$ cat config.mk
export PLATFORM = sky130hd
export DESIGN_NAME = gon_psum_writeback
export DESIGN_NICKNAME = d
export VERILOG_FILES = /design/src/rtl/gon_psum_writeback.sv
export SDC_FILE = /design/constraint.sdc
export NUM_CORES = 1
export LEC_CHECK = 0
export ABC_AREA = 1
export CORE_UTILIZATION = 35
export CTS_BUF_LIST = sky130_fd_sc_hd__clkbuf_2 sky130_fd_sc_hd__clkbuf_4 sky130_fd_sc_hd__clkbuf_8
export DETAILED_ROUTE_END_ITERATION = 8
export PLACE_DENSITY = 0.52
export SLEW_MARGIN = 20
export SYNTH_ARGS = -nofsm -noshare
export SYNTH_HDL_FRONTEND = slang
export SYNTH_SLANG_ARGS = --single-unit
$ cat constraint.sdc
create_clock -name clk -period 7.45 [get_ports clk]
set_clock_uncertainty 0.2 [all_clocks]
set_input_delay 0.745 -clock clk [delete_from_list [all_inputs] [get_ports clk]]
set_output_delay 0.745 -clock clk [all_outputs]
set_load 0.03 [all_outputs]
$ cat src/rtl/gon_psum_writeback.sv
// GON-to-GLB write-back stage: buffers GON words in a small FIFO and writes them to
// consecutive GLB addresses, either overwriting or accumulating into the stored psum.
`ifndef DATA_BITS
`define DATA_BITS 32
`endif

module gon_psum_writeback #(
  parameter int DATA_W     = `DATA_BITS,
  parameter int ADDR_W     = 12,
  parameter int FIFO_DEPTH = 4
) (
  input  logic              clk,
  input  logic              rst,
  input  logic              start,
  input  logic [ADDR_W-1:0] cfg_base_addr,
  input  logic [ADDR_W-1:0] cfg_count,
  input  logic              cfg_accumulate,
  input  logic              GON_valid,
  output logic              GON_ready,
  input  logic [DATA_W-1:0] GON_data,
  output logic              glb_en,
  output logic              glb_we,
  output logic [ADDR_W-1:0] glb_addr,
  output logic [DATA_W-1:0] glb_wdata,
  input  logic [DATA_W-1:0] glb_rdata,
  output logic              busy,
  output logic              done
);

  localparam int PTR_W = $clog2(FIFO_DEPTH);
  localparam logic [ADDR_W-1:0] ONE  = 1;
  localparam logic [PTR_W:0]    PONE = 1;

  typedef enum logic [2:0] {IDLE, OVW, RD, WR, FIN} state_t;

  state_t            state_q, state_d;
  logic [ADDR_W-1:0] count_q, addr_q, acc_cnt_q, wr_cnt_q;
  logic [PTR_W:0]    wr_ptr, rd_ptr;
  logic [DATA_W-1:0] fifo_mem [FIFO_DEPTH];
  logic [DATA_W-1:0] head;
  logic              fifo_empty, fifo_full, in_xfer, push, pop, last_word;

  // Psum accumulation wraps modulo 2^DATA_W; no saturation, carry-out dropped.
  function automatic logic [DATA_W-1:0] wrap_add(input logic [DATA_W-1:0] a,
                                                 input logic [DATA_W-1:0] b);
    return a + b;
  endfunction

  assign fifo_empty = (wr_ptr == rd_ptr);
  assign fifo_full  = (wr_ptr[PTR_W] != rd_ptr[PTR_W]) &&
                      (wr_ptr[PTR_W-1:0] == rd_ptr[PTR_W-1:0]);
  assign head       = fifo_mem[rd_ptr[PTR_W-1:0]];
  assign in_xfer    = (state_q == OVW) || (state_q == RD) || (state_q == WR);
  assign last_word  = (wr_cnt_q == count_q - ONE);

  // Ready depends on registered state only, never on GON_valid.
  assign GON_ready  = in_xfer && !fifo_full && (acc_cnt_q != count_q);
  assign push       = GON_valid && GON_ready;
  assign busy       = in_xfer;

  always_comb begin
    state_d   = state_q;
    glb_en    = 1'b0;
    glb_we    = 1'b0;
    glb_addr  = '0;
    glb_wdata = '0;
    pop       = 1'b0;
    done      = 1'b0;
    case (state_q)
      IDLE: begin
        if (start) begin
          if (cfg_count == '0)    state_d = FIN;
          else if (cfg_accumulate) state_d = RD;
          else                     state_d = OVW;
        end
      end
      OVW: begin
        if (!fifo_empty) begin
          glb_en    = 1'b1;
          glb_we    = 1'b1;
          glb_addr  = addr_q;
          glb_wdata = head;
          pop       = 1'b1;
          if (last_word) state_d = FIN;
        end
      end
      RD: begin
        if (!fifo_empty) begin
          glb_en   = 1'b1;
          glb_addr = addr_q;
          state_d  = WR;
        end
      end
      WR: begin
        // Head stays in the FIFO through RD so the sum uses this cycle's read data.
        glb_en    = 1'b1;
        glb_we    = 1'b1;
        glb_addr  = addr_q;
        glb_wdata = wrap_add(head, glb_rdata);
        pop       = 1'b1;
        state_d   = last_word ? FIN : RD;
      end
      FIN: begin
        done    = 1'b1;
        state_d = IDLE;
      end
      default: state_d = IDLE;
    endcase
  end

  always_ff @(posedge clk or negedge rst) begin
    if (!rst) begin
      state_q   <= IDLE;
      count_q   <= '0;
      addr_q    <= '0;
      acc_cnt_q <= '0;
      wr_cnt_q  <= '0;
      wr_ptr    <= '0;
      rd_ptr    <= '0;
    end else begin
      state_q <= state_d;
      if (state_q == IDLE && start) begin
        count_q   <= cfg_count;
        addr_q    <= cfg_base_addr;
        acc_cnt_q <= '0;
        wr_cnt_q  <= '0;
      end
      if (push) begin
        wr_ptr    <= wr_ptr + PONE;
        acc_cnt_q <= acc_cnt_q + ONE;
      end
      if (pop) begin
        rd_ptr   <= rd_ptr + PONE;
        addr_q   <= addr_q + ONE;
        wr_cnt_q <= wr_cnt_q + ONE;
      end
    end
  end

  always_ff @(posedge clk) begin
    if (push) fifo_mem[wr_ptr[PTR_W-1:0]] <= GON_data;
  end

endmodule

==> out/results.tsv <==
metric	value	unit
clockBufferDepth	2	
outcome	completed	
ir_drop	0.0930	mV
cts_post_setup_buffers_inserted	0	
maxCapViolations	0	
relSlewSlack	27.9	%
drt-pass1-iter-count	5	
setup.reg_to_reg.worst_slack	4.15	ns
crit-reg2reg-launch	rd_ptr[0]$_DFFE_PN0P_	
place_inst	1791	
floorplan.die.height	178	um
synth_area_per_cell	8.35	um2
drive_above_1_share	5.65	%
clockRootBuffer	clkbuf_8	
largest_fanout_of_any_net_on_the_critical_path	34	
yosysWarningCount	0	
grt_setup_unrepaired	no	
finalSetupTns	0	ns
p_per_area	147	mW/mm2
reg2reg_depth	9	
cp-end-kind	output pin	
start_util	36.0	%
worst_ep_required_time	6.50	ns
place_congestion	0.917	
detailed_place_hpwl	22000	um
post_drt_via_cell_ratio	5.01	
report.final.slew_viol_count	0	
synth.top_cell.area_share	35.6	%
grt_remaining_overflow	0	
area_growth_syn_to_layout	20.7	%
final-hold-violation-count	0	
timing_worst_setup_path_type	flop to output pin	
worst-slew-pin-transition	1.08	ns
ys_seq_elements	185	
timing.final.setup_violations	0	
post_synth_main_area_contributors	edfxtp_1, dfrtp_1, nand2_1	
grt_first_pass_wirelength	47400	um
grt_antenna_before_repair	0	
finalNonFillerCells	1824	
drt_drc_violations_left	0	
grt_use_total	19.7	%
synthesis.area	0.0108	mm2
fp-row-count	63	
die_x	178	um
number_of_gates_resized_after_cts	0	
detailroute.via_count	9146	
antenna_cells_inserted	0	
fin_worst_hold_slack	0.197	ns
numClockSinks	185	
cts_htree_levels	4	
static-leakage-power	5.47	nW
yosysTopAreaCell	edfxtp_1	
worst_setup_hold_path_clk_slew	0.11	ns
synth_cells	1293	
start_kind	flop	
design.die.area	0.0315	mm2
fin_nets	1555	
achievable-frequency	0.172	GHz
detail_route.iter0.violations	680	
post-route-period-util	78.0	%
yosys.cell_types.count	50	
placeableCoreArea	0.0300	mm2
cts_tree	yes	
min-delay-path-class	primary input to async pin	
cts.hold.buffers_added	0	
cp.arrival	4.87	ns
port-buffer-count	141	
tritoncts.num_buffers	17	
setup.worst_path.start	rd_ptr[1]$_DFFE_PN0P_	
clock_insertion_delay_worst_skew	0.47	ns
maximum_number_of_pins_on_one_net_before_global_route_repair	68	
postSynthNetCount	1427	
regToRegEndpoint	fifo_mem[1][26]$_DFFE_PP_	
synth_sequential_area_ratio	48.8	%
drt_wl_total	30500	um
antenna_left	0	
post_drt_wl_per_cell	16.7	um
fin_crit	5.81	ns
grt_pass1_vias	8623	
io_pins	142	
==> cells by family after synthesis <==
group	after synthesis	share of synthesized area, %
compound gates	273	14.2
flops	185	48.8
xor+xnor	37	3.00
simple gates	567	22.2
fa+ha+maj	41	4.82
buf+inv	190	6.90
==> registers in the layout (all words and copies together), names as in the netlist <==
| register | count |
|---|---|
| fifo_mem | 128 |
| wr_ptr | 3 |
| addr_q | 12 |
| rd_ptr | 3 |
| wr_cnt_q | 12 |
| count_q | 12 |
| state_q | 3 |
| acc_cnt_q | 12 |
==> report_power, final <==
part	switching (W)	internal, W
sequential	0	0.00110
combinational	0.0000784	0.0000702
clock	0.000415	0.000256
==> metrics by stage <==
stage / cell area (um2) / worst slack (ns) / power [W] / utilization (%)
2_1_floorplan: 10800 / 3.34 / 0.00118 / -
3_3_place_gp: 12600 / 2.18 / 0.00127 / 42.0
3_5_place_dp: 12600 / 2.21 / 0.00127 / 42.0
4_1_cts: 13000 / 1.66 / 0.00194 / 43.4
5_1_grt: 13000 / 1.20 / 0.00199 / 43.5
6_report: 13000 / 1.64 / 0.00192 / 43.5
==> worst max-delay path by stage <==
stage	end
final	glb_wdata[12]
after global routing	glb_wdata[12]
after CTS	glb_wdata[12]
after detailed placement	glb_wdata[12]
after global placement	glb_wdata[12]
after floorplan	glb_wdata[12]
==> Yosys cell counts, drive strengths merged <==
master,number
a21boi,1
a21o,7
a21oi,61
a22o,2
a22oi,2
a31oi,2
a32o,4
a32oi,1
and2,2
and3,1
buf,14
clkbuf,26
dfrtp,57
edfxtp,128
fa,1
ha,40
inv,150
nand2,287
nand3,72
nand3b,4
nand4,12
nor2,152
nor3,24
nor4,5
o211ai,3
o21a,6
o21ai,139
o21bai,3
o221ai,3
o22ai,36
o311ai,1
o31ai,2
or2,8
xnor2,12
xor2,25
==> per-layer routing <==
layer	vias up	share of wire [%]	global-route usage (%)
met5	-	0	0
met4	0	0.86	3.95
met3	20	5.1	2.72
met2	219	42	29.6
met1	4279	52	30.0
li1	4628	-	-
==> worst max-delay path: stages (launching register included) <==
cell and delay (ns):
dfrtp_1 0.36, clkinv_1 0.80, a32oi_1 0.63, inv_1 0.13
fa_1 0.50, o21ai_1 0.31, a21oi_1 0.13, o21ai_1 0.38
o21ai_0 0.13, o21ai_0 0.26, clkdlybuf4s50_1 0.75
==> placed cells by master (no fill, tap or decap), types with 3 or more instances in the layout <==
master / synthesis / routed
a21oi_1: 60 / 59
inv_1: 144 / 142
dfrtp_1: 57 / 56
a21o_1: 7 / 7
nor3_1: 23 / 23
clkdlybuf4s50_1: 0 / 140
o221ai_1: 3 / 3
o22ai_1: 35 / 35
a32o_1: 4 / 4
nand3b_1: 4 / 4
inv_8: 0 / 3
nand2_4: 3 / 3
o21bai_1: 3 / 3
nor4_1: 5 / 5
o21ai_1: 16 / 16
nor2_1: 143 / 139
nand2_1: 282 / 282
o21a_1: 6 / 6
xor2_1: 25 / 25
inv_6: 0 / 5
or2_2: 8 / 8
buf_4: 0 / 7
o211ai_1: 3 / 3
nor2_2: 8 / 8
inv_2: 5 / 6
edfxtp_1: 128 / 128
xnor2_1: 12 / 12
nand3_1: 72 / 72
ha_1: 40 / 40
clkinv_8: 0 / 3
nor2_4: 1 / 5
nand4_1: 12 / 12
clkbuf_8: 0 / 17
o21ai_0: 123 / 123
==> final cells by class <==
cell class / instances / area [um2]
fillers: 2956 / 16900
flip-flops and latches: 185 / 5270
multi-input cells: 918 / 4810
repair buffers: 149 / 1490
inverters: 150 / 566
well taps: 390 / 488
clock buffers: 17 / 234
clock inverters: 15 / 168
Power figures use the tool's default switching activity.
